<file path="src/rtl/alarm_controller.sv">
// Alarm unit of the morning clock: holds the programmed alarm time and runs the
// arm/ring/snooze state machine that drives the ring flag and the buzzer tone.
module alarm_controller #(
    parameter int RING_SEC   = 60,
    parameter int SNOOZE_SEC = 300,
    parameter int MAX_SNOOZE = 3,
    parameter int TONE_HALF  = 25000
) (
    input  logic       clk,
    input  logic       x_clr,
    input  logic       sec_tick,
    input  logic [5:0] time_sec,
    input  logic [5:0] time_min,
    input  logic [4:0] time_hour,
    input  logic       set_valid,
    output logic       set_ready,
    input  logic       set_en,
    input  logic [4:0] set_hour,
    input  logic [5:0] set_min,
    output logic       set_err,
    input  logic       snooze_btn,
    input  logic       stop_btn,
    output logic [4:0] alarm_hour,
    output logic [5:0] alarm_min,
    output logic       armed,
    output logic       ring,
    output logic       buzz,
    output logic [1:0] state,
    output logic [1:0] snooze_left
);

    localparam logic [1:0] IDLE    = 2'd0;
    localparam logic [1:0] ARMED   = 2'd1;
    localparam logic [1:0] RINGING = 2'd2;
    localparam logic [1:0] SNOOZE  = 2'd3;

    localparam int RING_W = $clog2(RING_SEC + 1);
    localparam int SNZ_W  = $clog2(SNOOZE_SEC + 1);
    localparam int TONE_W = $clog2(TONE_HALF);

    localparam logic [RING_W-1:0] RING_END  = RING_W'(RING_SEC - 1);
    localparam logic [SNZ_W-1:0]  SNZ_LOAD  = SNZ_W'(SNOOZE_SEC);
    localparam logic [SNZ_W-1:0]  SNZ_LAST  = SNZ_W'(1);
    localparam logic [TONE_W-1:0] TONE_END  = TONE_W'(TONE_HALF - 1);
    localparam logic [1:0]        LEFT_MAX  = 2'(MAX_SNOOZE);

    logic [RING_W-1:0] ring_cnt;
    logic [SNZ_W-1:0]  snz_cnt;
    logic [TONE_W-1:0] tone_cnt;

    logic [1:0]        next_state;
    logic [1:0]        next_left;
    logic [RING_W-1:0] next_ring_cnt;
    logic [SNZ_W-1:0]  next_snz_cnt;

    logic set_take;
    logic set_ok;
    logic set_load;
    logic alarm_match;

    // Handshake: a set transfers on any cycle where set_valid and set_ready are both high.
    assign set_take    = set_valid & set_ready;
    assign set_ok      = (set_hour < 5'd24) && (set_min < 6'd60);
    assign set_load    = set_take & set_ok;
    assign alarm_match = sec_tick && (time_hour == alarm_hour) &&
                         (time_min == alarm_min) && (time_sec == 6'd0);

    always_comb begin
        next_state    = state;
        next_left     = snooze_left;
        next_ring_cnt = ring_cnt;
        next_snz_cnt  = snz_cnt;
        // A good set overrides everything else, including a same-cycle match.
        if (set_load) begin
            next_state = set_en ? ARMED : IDLE;
            next_left  = LEFT_MAX;
        end else begin
            case (state)
                ARMED: begin
                    if (alarm_match) begin
                        next_state    = RINGING;
                        next_ring_cnt = '0;
                    end
                end
                RINGING: begin
                    if (stop_btn) begin
                        next_state = ARMED;
                        next_left  = LEFT_MAX;
                    end else if (snooze_btn && (snooze_left != 2'd0)) begin
                        next_state   = SNOOZE;
                        next_snz_cnt = SNZ_LOAD;
                        next_left    = snooze_left - 2'd1;
                    end else if (sec_tick) begin
                        next_ring_cnt = ring_cnt + 1'b1;
                        if (ring_cnt == RING_END) begin
                            next_state = ARMED;
                            next_left  = LEFT_MAX;
                        end
                    end
                end
                SNOOZE: begin
                    if (stop_btn) begin
                        next_state = ARMED;
                        next_left  = LEFT_MAX;
                    end else if (sec_tick) begin
                        next_snz_cnt = snz_cnt - 1'b1;
                        if (snz_cnt == SNZ_LAST) begin
                            next_state    = RINGING;
                            next_ring_cnt = '0;
                        end
                    end
                end
                default: ;
            endcase
        end
    end

    always_ff @(posedge clk or posedge x_clr) begin
        if (x_clr) begin
            state       <= IDLE;
            snooze_left <= LEFT_MAX;
            ring_cnt    <= '0;
            snz_cnt     <= '0;
            alarm_hour  <= '0;
            alarm_min   <= '0;
            set_err     <= 1'b0;
            set_ready   <= 1'b1;
            armed       <= 1'b0;
            ring        <= 1'b0;
        end else begin
            state       <= next_state;
            snooze_left <= next_left;
            ring_cnt    <= next_ring_cnt;
            snz_cnt     <= next_snz_cnt;
            if (set_load) begin
                alarm_hour <= set_hour;
                alarm_min  <= set_min;
            end
            set_err   <= set_take & ~set_ok;
            set_ready <= (next_state != RINGING);
            armed     <= (next_state != IDLE);
            ring      <= (next_state == RINGING);
        end
    end

    // Tone divider runs only while staying in RINGING; entering or leaving restarts it silent.
    always_ff @(posedge clk or posedge x_clr) begin
        if (x_clr) begin
            tone_cnt <= '0;
            buzz     <= 1'b0;
        end else if ((state == RINGING) && (next_state == RINGING)) begin
            if (tone_cnt == TONE_END) begin
                tone_cnt <= '0;
                buzz     <= ~buzz;
            end else begin
                tone_cnt <= tone_cnt + 1'b1;
            end
        end else begin
            tone_cnt <= '0;
            buzz     <= 1'b0;
        end
    end

endmodule

</file>
<file path="config.mk">
export PLATFORM = sky130hd
export DESIGN_NAME = alarm_controller
export DESIGN_NICKNAME = d
export VERILOG_FILES = /design/src/rtl/alarm_controller.sv
export SDC_FILE = /design/constraint.sdc
export NUM_CORES = 1
export LEC_CHECK = 0
export ABC_AREA = 0
export CORE_MARGIN = 2
export CORE_UTILIZATION = 45
export CTS_CLUSTER_DIAMETER = 200
export DETAILED_ROUTE_END_ITERATION = 8
export GPL_ROUTABILITY_DRIVEN = 0
export GPL_TIMING_DRIVEN = 0
export PLACE_DENSITY_LB_ADDON = 0.12
export REMOVE_ABC_BUFFERS = 1
export SYNTH_ARGS = -nofsm -noshare
export SYNTH_HDL_FRONTEND = slang
export SYNTH_SLANG_ARGS = --single-unit
</file>
<file path="constraint.sdc">
create_clock -name clk -period 3.03 [get_ports clk]
set_clock_uncertainty 0.1 [all_clocks]
set_input_delay 0.909 -clock clk [delete_from_list [all_inputs] [get_ports clk]]
set_output_delay 0.909 -clock clk [all_outputs]
set_load 0.01 [all_outputs]
</file>
==> metrics.txt <==
All-Layer GR Usage 19.3%; initial antenna violation count 0; CTS tree done; total vias in the final route 2111; class of the tightest hold or removal check reg -> reg; number of standard cells in the final layout excluding fillers 409; synth unique cells 45; depth of the worst hold-timing path 1; Yosys warning count 0; type of element launching the critical path input port; P_leak 0.00148 µW; worst-path fanout max 11; count of unresolved DRC violations after routing 0; terminating pin of the worst hold path tone_cnt[0]; most area-consuming cells after synthesis sky130_fd_sc_hd__dfrtp_1 45%, sky130_fd_sc_hd__nand2_1 8.2%, sky130_fd_sc_hd__xnor2_1 6.7%; power per cell area 423 mW/mm²; first-pass GRT wire length 9770 µm; placed wire-length estimate after detailed placement 4160 µm; Wirelength per Cell 13.6 µm; status completed; most common library cells after synthesis 57 x sky130_fd_sc_hd__nand2_1, 47 x sky130_fd_sc_hd__dfrtp_1, 33 x sky130_fd_sc_hd__nor2_1, 20 x sky130_fd_sc_hd__xnor2_1, 16 x sky130_fd_sc_hd__nand3_1; Num CTS Buffers 5; vias in the first global route roughly 2100; Clk pin slew, worst setup/hold paths 0.10 ns; sum of negative setup slack 0 ns; worst voltage drop across the vdd grid 0.282 mV; Layout Area Growth over Synthesis 28.7%; nature of the critical path endpoint flop; setup slack of the most critical reg-to-reg path 0.63 ns; clock latency on the worst-skew pair 0.31 ns; max_cap viols 0; combinational power share between 10% and 20%; filler cell count in the final layout just under 500; Hold Buf Count CTS 0; hold path startpoint tone_cnt[0]; most numerous cell in the Yosys netlist sky130_fd_sc_hd__nand2_1; switching share of power between 20% and 30%; io pins 55; peak clock frequency supported by timing around 350 MHz; clock tree root driver cell sky130_fd_sc_hd__clkbuf_8; number of buffers inserted by post-CTS setup repair 0; portion of the post-synthesis area used by sequential elements 47.8%; initial standard-cell utilization of the core 47.1%; Antenna Nets Post-Route 0; number of setup violations in the final report 0; vias per std cell approximately 5.2; critical path data required time between 3 and 4 ns; Period Utilization, post-route about 95%; largest net degree at the start of global routing 33; switching component of the power roughly 370 µW; fraction of power consumed by sequential logic 50.2%; DRT Wirelength 5580 µm; number of iterations in the first detailed-routing pass 4; Arrival @ worst endpoint 3.04 ns; Synth Area per Inst ~9.3 µm²; final std cell area, no fill 0.00338 mm²; top-area cell type share of the netlist area 44.8%; CTS-repair resized insts 2; input/output buffers 54; total clock sinks 50; Power Total 1430 µW; async set-or-reset flop fraction in the synthesized netlist 100%; post-detailed-placement cell area approximately 0.0032 mm²; Vert. Die Dim around 80 µm; total congestion overflow 0; final critical delay including setup and external delays about 2.9 ns; area of the die around 0.0065 mm²; number of hold-slack violations in the final timing report 0; number of standard cells after synthesis 281; internal power contribution 1060 µW; Cell Count Post-Placement 401; minimum setup slack in the final design 0.136 ns; most instantiated flip-flop cell in the synthesis netlist sky130_fd_sc_hd__dfrtp_1; diode count 0; Post-Synthesis Cell Area 0.00262 mm²; final max-slew violation count 0; Die Width 80.4 µm; number of nets in the finished design 376; category of the critical setup timing path in -> reg; 1st-iter DRT viols just under 90; cell accounting for the most synthesized area sky130_fd_sc_hd__dfrtp_1; number of synthesized flops with an enable pin 0; worst setup slack before clock tree synthesis -0.455 ns; row count 27; RSZ-0062 raised after global routing no; fraction of layout instances using a drive strength above 1 6.53%; RR Startpoint snooze_left[0]; number of buffers on the longest clock path 2; Placeable Area 0.00557 mm²; length in cells of the worst reg-to-reg path 7; worst r2r dst snz_cnt[4]; CP startpoint set_min[4]; synthesized flop and latch total 50; Max-Slew Margin vs Limit 60.1%; count of H-tree levels built during CTS 2; Clk network pwr share 34.4%; slew at the pin with the worst max-slew slack ~0.6 ns
## area by class of cell
class	instances	area (µm²)	area share (%)
multi-input combinational	213	1310	38.9
sequential	50	1250	37.2
clock inverter	3	47.5	1.41
inverter	11	41.3	1.22
timing repair buffer	55	561	16.6
tap	72	90.1	2.67
clock buffer	5	68.8	2.04
## through the flow
step / hold slack [ns] / util [%]
floorplan: 0.347 / -
global placement: 0.370 / 57.8
detailed placement: 0.378 / 58.2
CTS: 0.393 / 60.4
global route: 0.421 / 60.6
finish: 0.387 / 60.6
## power by group through the flow
stage	sequential [µW]	combinational, µW	clock (µW)
6_report	716	220	491
5_1_grt	720	243	532
4_1_cts	716	222	503
3_5_place_dp	728	221	0
3_3_place_gp	728	216	0
2_1_floorplan	736	90.3	0
## cells in the final DEF, fill, tap and decap left out, types with 3 or more instances in the layout
master,n
sky130_fd_sc_hd__nand2_1,57
sky130_fd_sc_hd__nand4_1,8
sky130_fd_sc_hd__nand3_1,15
sky130_fd_sc_hd__a21o_1,3
sky130_fd_sc_hd__o31ai_1,4
sky130_fd_sc_hd__and3_1,4
sky130_fd_sc_hd__nor2_1,33
sky130_fd_sc_hd__dfrtp_1,47
sky130_fd_sc_hd__nand2b_1,4
sky130_fd_sc_hd__ha_1,5
sky130_fd_sc_hd__inv_1,10
sky130_fd_sc_hd__a21oi_1,4
sky130_fd_sc_hd__nor3_1,7
sky130_fd_sc_hd__clkdlybuf4s50_1,54
sky130_fd_sc_hd__o21ai_1,3
sky130_fd_sc_hd__dfstp_2,3
sky130_fd_sc_hd__xnor2_1,20
sky130_fd_sc_hd__clkbuf_8,5
sky130_fd_sc_hd__xor2_1,11
## registers in the layout, summed over array words and instances, names as in the netlist, 2 cells and up
name         cells
snz_cnt          9
state            2
ring_cnt         6
tone_cnt        15
snooze_left      2
alarm_hour       5
alarm_min        6
## critical path: stages
cell	delay, ns
sky130_fd_sc_hd__clkdlybuf4s50_1	0.49
sky130_fd_sc_hd__nand4_1	0.24
sky130_fd_sc_hd__a31oi_2	0.58
sky130_fd_sc_hd__nand3_1	0.23
sky130_fd_sc_hd__or4_1	0.43
sky130_fd_sc_hd__a21oi_1	0.15
## how the worst max path moves through the flow
stage,slack (ns),cells past startpoint,endpoint
floorplan,0.52,5,snz_cnt[4]
global placement,-0.41,5,tone_cnt[14]
detailed placement,-0.46,5,tone_cnt[11]
CTS,0.12,6,ring_cnt[2]
global route,0.02,6,snz_cnt[4]
finish,0.14,6,snz_cnt[4]
## logic make-up (layout without fill, tap and decap cells)
kind of cell	count (synthesis)	after routing	share of synthesized area (%)
flip-flops	50	50	47.8
AO/OA/AOI/OAI	30	30	9.63
XOR/XNOR	31	31	10.3
adder cells (fa/ha/maj)	5	5	2.38
buffers and inverters	18	74	2.77
AND/OR/NAND/NOR	147	147	27.0
## per-layer routing
layer	GRT usage [%]	vias to the layer above	share of wire [%]
li1	-	1061	-
met1	25.4	1009	48
met2	31.9	36	47
met3	4.72	5	4.0
met4	4.58	0	0.95
met5	0	-	0
Note: power is estimated with default switching activity, not from simulation.
